==> config.mk <==
export PLATFORM = sky130hd
export DESIGN_NAME = layer7_pixel_buffer
export DESIGN_NICKNAME = d
export VERILOG_FILES = /design/src/rtl/layer7_pixel_buffer.sv
export SDC_FILE = /design/constraint.sdc
export NUM_CORES = 2
export LEC_CHECK = 0
export ABC_CLOCK_PERIOD_IN_PS = 20800
export CAP_MARGIN = 15
export CORE_MARGIN = 2
export CORE_UTILIZATION = 65
export DETAILED_ROUTE_END_ITERATION = 6
export MAX_ROUTING_LAYER = met4
export PLACE_DENSITY_LB_ADDON = 0.1
export SYNTH_ARGS = -nofsm -noshare
export SYNTH_HDL_FRONTEND = slang
export SYNTH_SLANG_ARGS = --single-unit
export TNS_END_PERCENT = 1
==> constraint.sdc <==
create_clock -name clk -period 20.8 [get_ports clk]
set_input_delay 4.16 -clock clk [delete_from_list [all_inputs] [get_ports clk]]
set_output_delay 4.16 -clock clk [all_outputs]
set_load 0.1 [all_outputs]
==> src/rtl/layer7_pixel_buffer.sv <==
// Layer-7 pixel buffer: stores one WIDTH x WIDTH image of feature vectors and serves row/column reads.
// Define LAYER7_PIXEL_PINGPONG_EN for two banks so the next image can be written while one is consumed.
module layer7_pixel_buffer #(
    parameter int WIDTH  = 5,
    parameter int DATA_W = 128
) (
    input  logic              clk,
    input  logic              rst,
    input  logic              wr_valid,
    input  logic [DATA_W-1:0] wr_data,
    output logic              wr_ready,
    output logic              pixel_store_done,
    input  logic              read_pixel_signal,
    input  logic [15:0]       read_row_addr,
    input  logic [15:0]       read_col_addr,
    output logic [DATA_W-1:0] input_data,
    output logic              rd_addr_err,
    input  logic              layer7_calculation_done
);
    localparam int DEPTH = WIDTH * WIDTH;
    localparam int AW    = (DEPTH > 1) ? $clog2(DEPTH) : 1;
`ifdef LAYER7_PIXEL_PINGPONG_EN
    localparam int NB = 2;
`else
    localparam int NB = 1;
`endif

    typedef enum logic {BANK_FREE = 1'b0, BANK_FULL = 1'b1} bank_state_t;

    bank_state_t       r_bank_state      [NB];
    bank_state_t       w_bank_state_next [NB];
    logic [AW-1:0]     r_wr_idx;
    logic [AW-1:0]     w_wr_idx_next;
    logic              r_wr_bank;
    logic              w_wr_bank_next;
    logic              r_rd_bank;
    logic              w_rd_bank_next;
    logic              r_rd_valid;
    logic              w_rd_valid_next;
    logic              r_store_done;
    logic              w_store_done_next;
    logic              w_wr_full;
    logic              w_rd_full;
    logic              w_accept;
    logic              w_release;
    logic              w_in_range;
    logic              w_rd_hit;
    logic [AW-1:0]     w_rd_addr;
    logic              r_sel_zero;
    logic              r_addr_err;
    logic [DATA_W-1:0] w_bank_q [NB];

    always_comb begin
        w_wr_full = 1'b0;
        w_rd_full = 1'b0;
        for (int b = 0; b < NB; b++) begin
            if (r_wr_bank == 1'(b) && r_bank_state[b] == BANK_FULL) w_wr_full = 1'b1;
            if (r_rd_bank == 1'(b) && r_bank_state[b] == BANK_FULL) w_rd_full = 1'b1;
        end
    end

    assign wr_ready  = ~w_wr_full;
    assign w_accept  = wr_valid & ~w_wr_full;
    assign w_release = layer7_calculation_done & r_rd_valid;

    // Range is judged on the raw 16-bit coordinates; the wrapped product only matters when in range.
    assign w_in_range = (read_row_addr < 16'(WIDTH)) && (read_col_addr < 16'(WIDTH));
    assign w_rd_hit   = read_pixel_signal & w_in_range & r_rd_valid;
    assign w_rd_addr  = AW'(read_row_addr * 16'(WIDTH) + read_col_addr);

    always_comb begin
        for (int b = 0; b < NB; b++) w_bank_state_next[b] = r_bank_state[b];
        w_wr_idx_next     = r_wr_idx;
        w_wr_bank_next    = r_wr_bank;
        w_rd_bank_next    = r_rd_bank;
        w_rd_valid_next   = r_rd_valid;
        w_store_done_next = 1'b0;

        if (w_accept) begin
            if (r_wr_idx == AW'(DEPTH - 1)) begin
                w_wr_idx_next = '0;
                for (int b = 0; b < NB; b++) begin
                    if (r_wr_bank == 1'(b)) w_bank_state_next[b] = BANK_FULL;
                end
`ifdef LAYER7_PIXEL_PINGPONG_EN
                w_wr_bank_next = ~r_wr_bank;
`endif
            end else begin
                w_wr_idx_next = r_wr_idx + 1'b1;
            end
        end

        // A release takes priority; any bank that is now full is announced on the following edge.
        if (w_release) begin
            for (int b = 0; b < NB; b++) begin
                if (r_rd_bank == 1'(b)) w_bank_state_next[b] = BANK_FREE;
            end
            w_rd_valid_next = 1'b0;
`ifdef LAYER7_PIXEL_PINGPONG_EN
            w_rd_bank_next = ~r_rd_bank;
`endif
        end else if (!r_rd_valid && w_rd_full) begin
            w_rd_valid_next   = 1'b1;
            w_store_done_next = 1'b1;
        end
    end

    always_ff @(posedge clk or posedge rst) begin
        if (rst) begin
            for (int b = 0; b < NB; b++) r_bank_state[b] <= BANK_FREE;
            r_wr_idx     <= '0;
            r_wr_bank    <= 1'b0;
            r_rd_bank    <= 1'b0;
            r_rd_valid   <= 1'b0;
            r_store_done <= 1'b0;
        end else begin
            for (int b = 0; b < NB; b++) r_bank_state[b] <= w_bank_state_next[b];
            r_wr_idx     <= w_wr_idx_next;
            r_wr_bank    <= w_wr_bank_next;
            r_rd_bank    <= w_rd_bank_next;
            r_rd_valid   <= w_rd_valid_next;
            r_store_done <= w_store_done_next;
        end
    end

    assign pixel_store_done = r_store_done;

    genvar gi;
    generate
        for (gi = 0; gi < NB; gi++) begin : g_bank
            logic [DATA_W-1:0] r_mem [DEPTH];
            logic [DATA_W-1:0] r_q;

            always_ff @(posedge clk) begin
                if (w_accept && r_wr_bank == 1'(gi)) r_mem[r_wr_idx] <= wr_data;
                if (w_rd_hit && r_rd_bank == 1'(gi)) r_q <= r_mem[w_rd_addr];
            end

            assign w_bank_q[gi] = r_q;
        end
    endgenerate

    // The zero flag masks the RAM output for misses, so the RAM read port needs no reset.
    always_ff @(posedge clk or posedge rst) begin
        if (rst) begin
            r_sel_zero <= 1'b1;
            r_addr_err <= 1'b0;
        end else begin
            r_addr_err <= read_pixel_signal & ~w_in_range;
            if (read_pixel_signal) r_sel_zero <= ~w_rd_hit;
        end
    end

    assign rd_addr_err = r_addr_err;

`ifdef LAYER7_PIXEL_PINGPONG_EN
    logic r_sel_bank;

    always_ff @(posedge clk or posedge rst) begin
        if (rst) begin
            r_sel_bank <= 1'b0;
        end else if (read_pixel_signal) begin
            r_sel_bank <= r_rd_bank;
        end
    end

    assign input_data = r_sel_zero ? '0 : w_bank_q[r_sel_bank];
`else
    assign input_data = r_sel_zero ? '0 : w_bank_q[0];
`endif

endmodule

==> results.yml <==
status:
  status: "complete, no violations"
critical_path:
  max_stage_delay_ps: 1140
  reg2reg_to: "g_bank[0].r_mem[19][104]"
  rr_worst_depth: 6
  arrival_ps: 4830
  end_kind: "output port"
  startpoint_type: "register"
  worstPathCellList: "buf_4 -> buf_4 -> nor2b_1 -> clkdlybuf4s50_1"
  crit_path_frequent_cell: "buf_4"
  cp.required_ps: 16640
  setup.worst_path.class: "reg2out"
  r2r-start: "r_bank_state"
  crit_start: "r_sel_zero"
  crit_fanout: 54
  rrSetupSlack_ps: 15930
  slowest_stage: "dfstp_4"
pwr:
  ir_drop_uv: 119
  p_leak_nw: 45.0
  intPower_mw: 12.0
  switching_share: 0.250
  pwr-share-comb: 0.148
  powerDensity_nw_per_um2: 111
  clkPwrFrac: 0.357
  seqPwrFrac: 0.495
  p_total_mw: 16.0
  switching_power_mw: 4.01
synthesis:
  synth_flop_cell: "edfxtp_1"
  netlist.area_leader.share: 0.782
  ys_top_cells_by_count: "edfxtp_1 (3,328), mux4_2 (768), nand3_1 (513)"
  ys_seq_elements: 3338
  yosys.cell_types.count: 39
  syn-num-nets: 6078
  seq_area_frac_synth: 0.784
  yosys_warnings: 0
  synth_top_area_cell: "edfxtp_1"
  synth-edff-count: 3328
  synth_most_common_cell: "edfxtp_1"
  syn_area_per_cell_um2: 21.7
  synthArstFlopShare: 0.00300
  syn-cell-area_um2: 128000
  synth_area_leaders: "edfxtp_1 (78%), mux4_2 (14%), nand3_1 (2.0%)"
  netlist_instances: 5899
final_layout:
  drive_gt1_frac: 0.229
  n_fill_cell: 10808
  fin_cells: 9189
  syn_to_final_growth_pct: 12.7
  fin_nets: 6478
global_routing:
  grt_max_degree: 166
  grt_pass1_vias: 63629
  grt_pass1_wl_mm: 441
  antenna_found_initial: 30
  grt-ovfl-total: 0
  grtUsageTotal: 0.321
sta:
  drv_slew: 0
  setup_tns_ps: 0
  period_share: 0.432
  fin_crit_ps: 8990
  rsz0062_at_grt: "false"
  relSlewSlack: 0.174
  hold_viol: 0
  fmax_ghz: 0.111
  finalSetupViolations: 0
  finalClockSkew_ps: 28.1
  worstMarginPinSlew_ps: 1240
detailed_routing:
  drtIter0Drc: 7852
  routed_wl_mm: 305
  final_antenna_net_count: 0
  wl_per_cell_um: 33.2
  vias: 63092
  viasPerCell: 6.87
  dr.pass1.iters: 6
  drc: 0
die:
  row_count: 162
  initial_core_util: 0.655
  dieHeight_um: 447
  die_area_um2: 200000
  coreArea_um2: 195000
  die_w_um: 447
  io_pins: 296
place:
  finalWeightedCongestion: 0.756
  dp_cells: 8581
  hpwl_mm: 144
  port_buffers: 295
job:
  maxCapViolations: 0
clock_tree:
  cts_tree: "done"
  worst_skew_pair.late_latency_ps: 950
  cts.clk_slew.worst_paths_ps: 60
  htree_levels: 5
  post_cts_buffers: 0
  cts_hold_buf: 0
  cts_resized: 0
  clk_path_buf_depth: 4
  cts_buffers: 340
  clock-root-buffer: "clkbuf_16"
  clock_sinks: 3338
min_path:
  min_from: "r_rd_valid"
  holdPathEnd: "pixel_store_done"
  whs_path_depth: 1
  holdCritPathClass: "reg2reg"
[flip-flops by register name (all words and copies together) (netlist names)]
name,flops
pixel_store_done,1
r_rd_valid,1
rd_addr_err,1
r_bank_state,1
r_sel_zero,1
g_bank.r_q,128
r_wr_idx,5
g_bank.r_mem,3200
[metal layers]
layer	track usage	wire length, um
met2	0.506	152000
met5	-	0
met1	0.439	114000
met4	0.107	11000
met3	0.0504	27700
[power groups by stage]
stage,clock [mW],sequential (mW),combinational [mW]
floorplan,0,8.11,1.52
global placement,0,8.05,2.33
detailed placement,0,8.07,2.35
CTS,5.78,7.93,2.37
global route,6.04,7.95,2.51
finish,5.72,7.93,2.36
[through the flow]
stage | setup slack [ps] | utilization | hold WS [ps] | area (um^2)
2_1_floorplan | 10040 | - | 479 | 128000
3_3_place_gp | 11190 | 0.685 | 503 | 134000
3_5_place_dp | 11160 | 0.685 | 523 | 134000
4_1_cts | 11660 | 0.738 | 536 | 144000
5_1_grt | 11680 | 0.738 | 566 | 144000
6_report | 11810 | 0.738 | 538 | 144000
[area by class of cell]
type                    count  area (um^2)  area share
flip-flops and latches   3338       100000       0.695
multi-input cells        2194        26100       0.181
clock buffers             403         8870      0.0616
repair buffers            420         4090      0.0284
well taps                2624         3280      0.0228
clock inverters           181         1410     0.00977
diodes                     24         60.1    0.000417
inverters                   5         26.3    0.000182
[placed cells by master, fill, tap and decap left out, types with 4 or more instances in the layout]
| cell type | count |
|---|---|
| edfxtp_1 | 3328 |
| mux4_2 | 768 |
| nand3_1 | 513 |
| clkbuf_16 | 346 |
| clkdlybuf4s50_1 | 295 |
| nand2_1 | 185 |
| nor2b_1 | 132 |
| nand4_1 | 129 |
| mux2_2 | 129 |
| buf_4 | 109 |
| clkinv_1 | 84 |
| o21ai_0 | 80 |
| mux2i_1 | 77 |
| nor2_1 | 59 |
| clkinv_2 | 58 |
| clkbuf_1 | 57 |
| a31oi_1 | 53 |
| diode_2 | 24 |
| nor2_4 | 24 |
| bufinv_16 | 22 |
| buf_12 | 16 |
| clkinvlp_4 | 12 |
| ha_1 | 10 |
| dfrtp_1 | 9 |
| nor4_1 | 6 |
| inv_1 | 4 |
| inv_6 | 4 |
[worst max-delay path by stage]
stage                        endpoint  slack, ps  cells past startpoint
6_report               input_data[50]      11810                      4
5_1_grt                input_data[50]      11680                      4
4_1_cts                input_data[50]      11660                      4
3_5_place_dp        g_bank[0].r_q[40]      11160                     10
3_3_place_gp        g_bank[0].r_q[21]      11190                     10
2_1_floorplan  g_bank[0].r_mem[23][0]      10040                      4
[worst max-delay path: cells and delay by family, from the launching register on]
family,cells,cell delay [ps]
buffers and inverters,3,2390
flip-flops,1,1140
AND/OR/NAND/NOR,1,230
[kinds of logic (layout without fill, tap and decap cells)]
family / count (synthesis) / count (layout) / share of synthesized area
AOI/OAI and AO/OA: 141 / 141 / 0.00619
xor gates and xnor gates: 8 / 8 / 0.000656
adders and majority gates: 14 / 14 / 0.00149
buffers and inverters: 367 / 1009 / 0.0134
DFF: 3338 / 3338 / 0.784
muxes: 974 / 974 / 0.153
other: 0 / 24 / 0
and+or+nand+nor: 1057 / 1057 / 0.0415
Power figures use the tool's default switching activity.
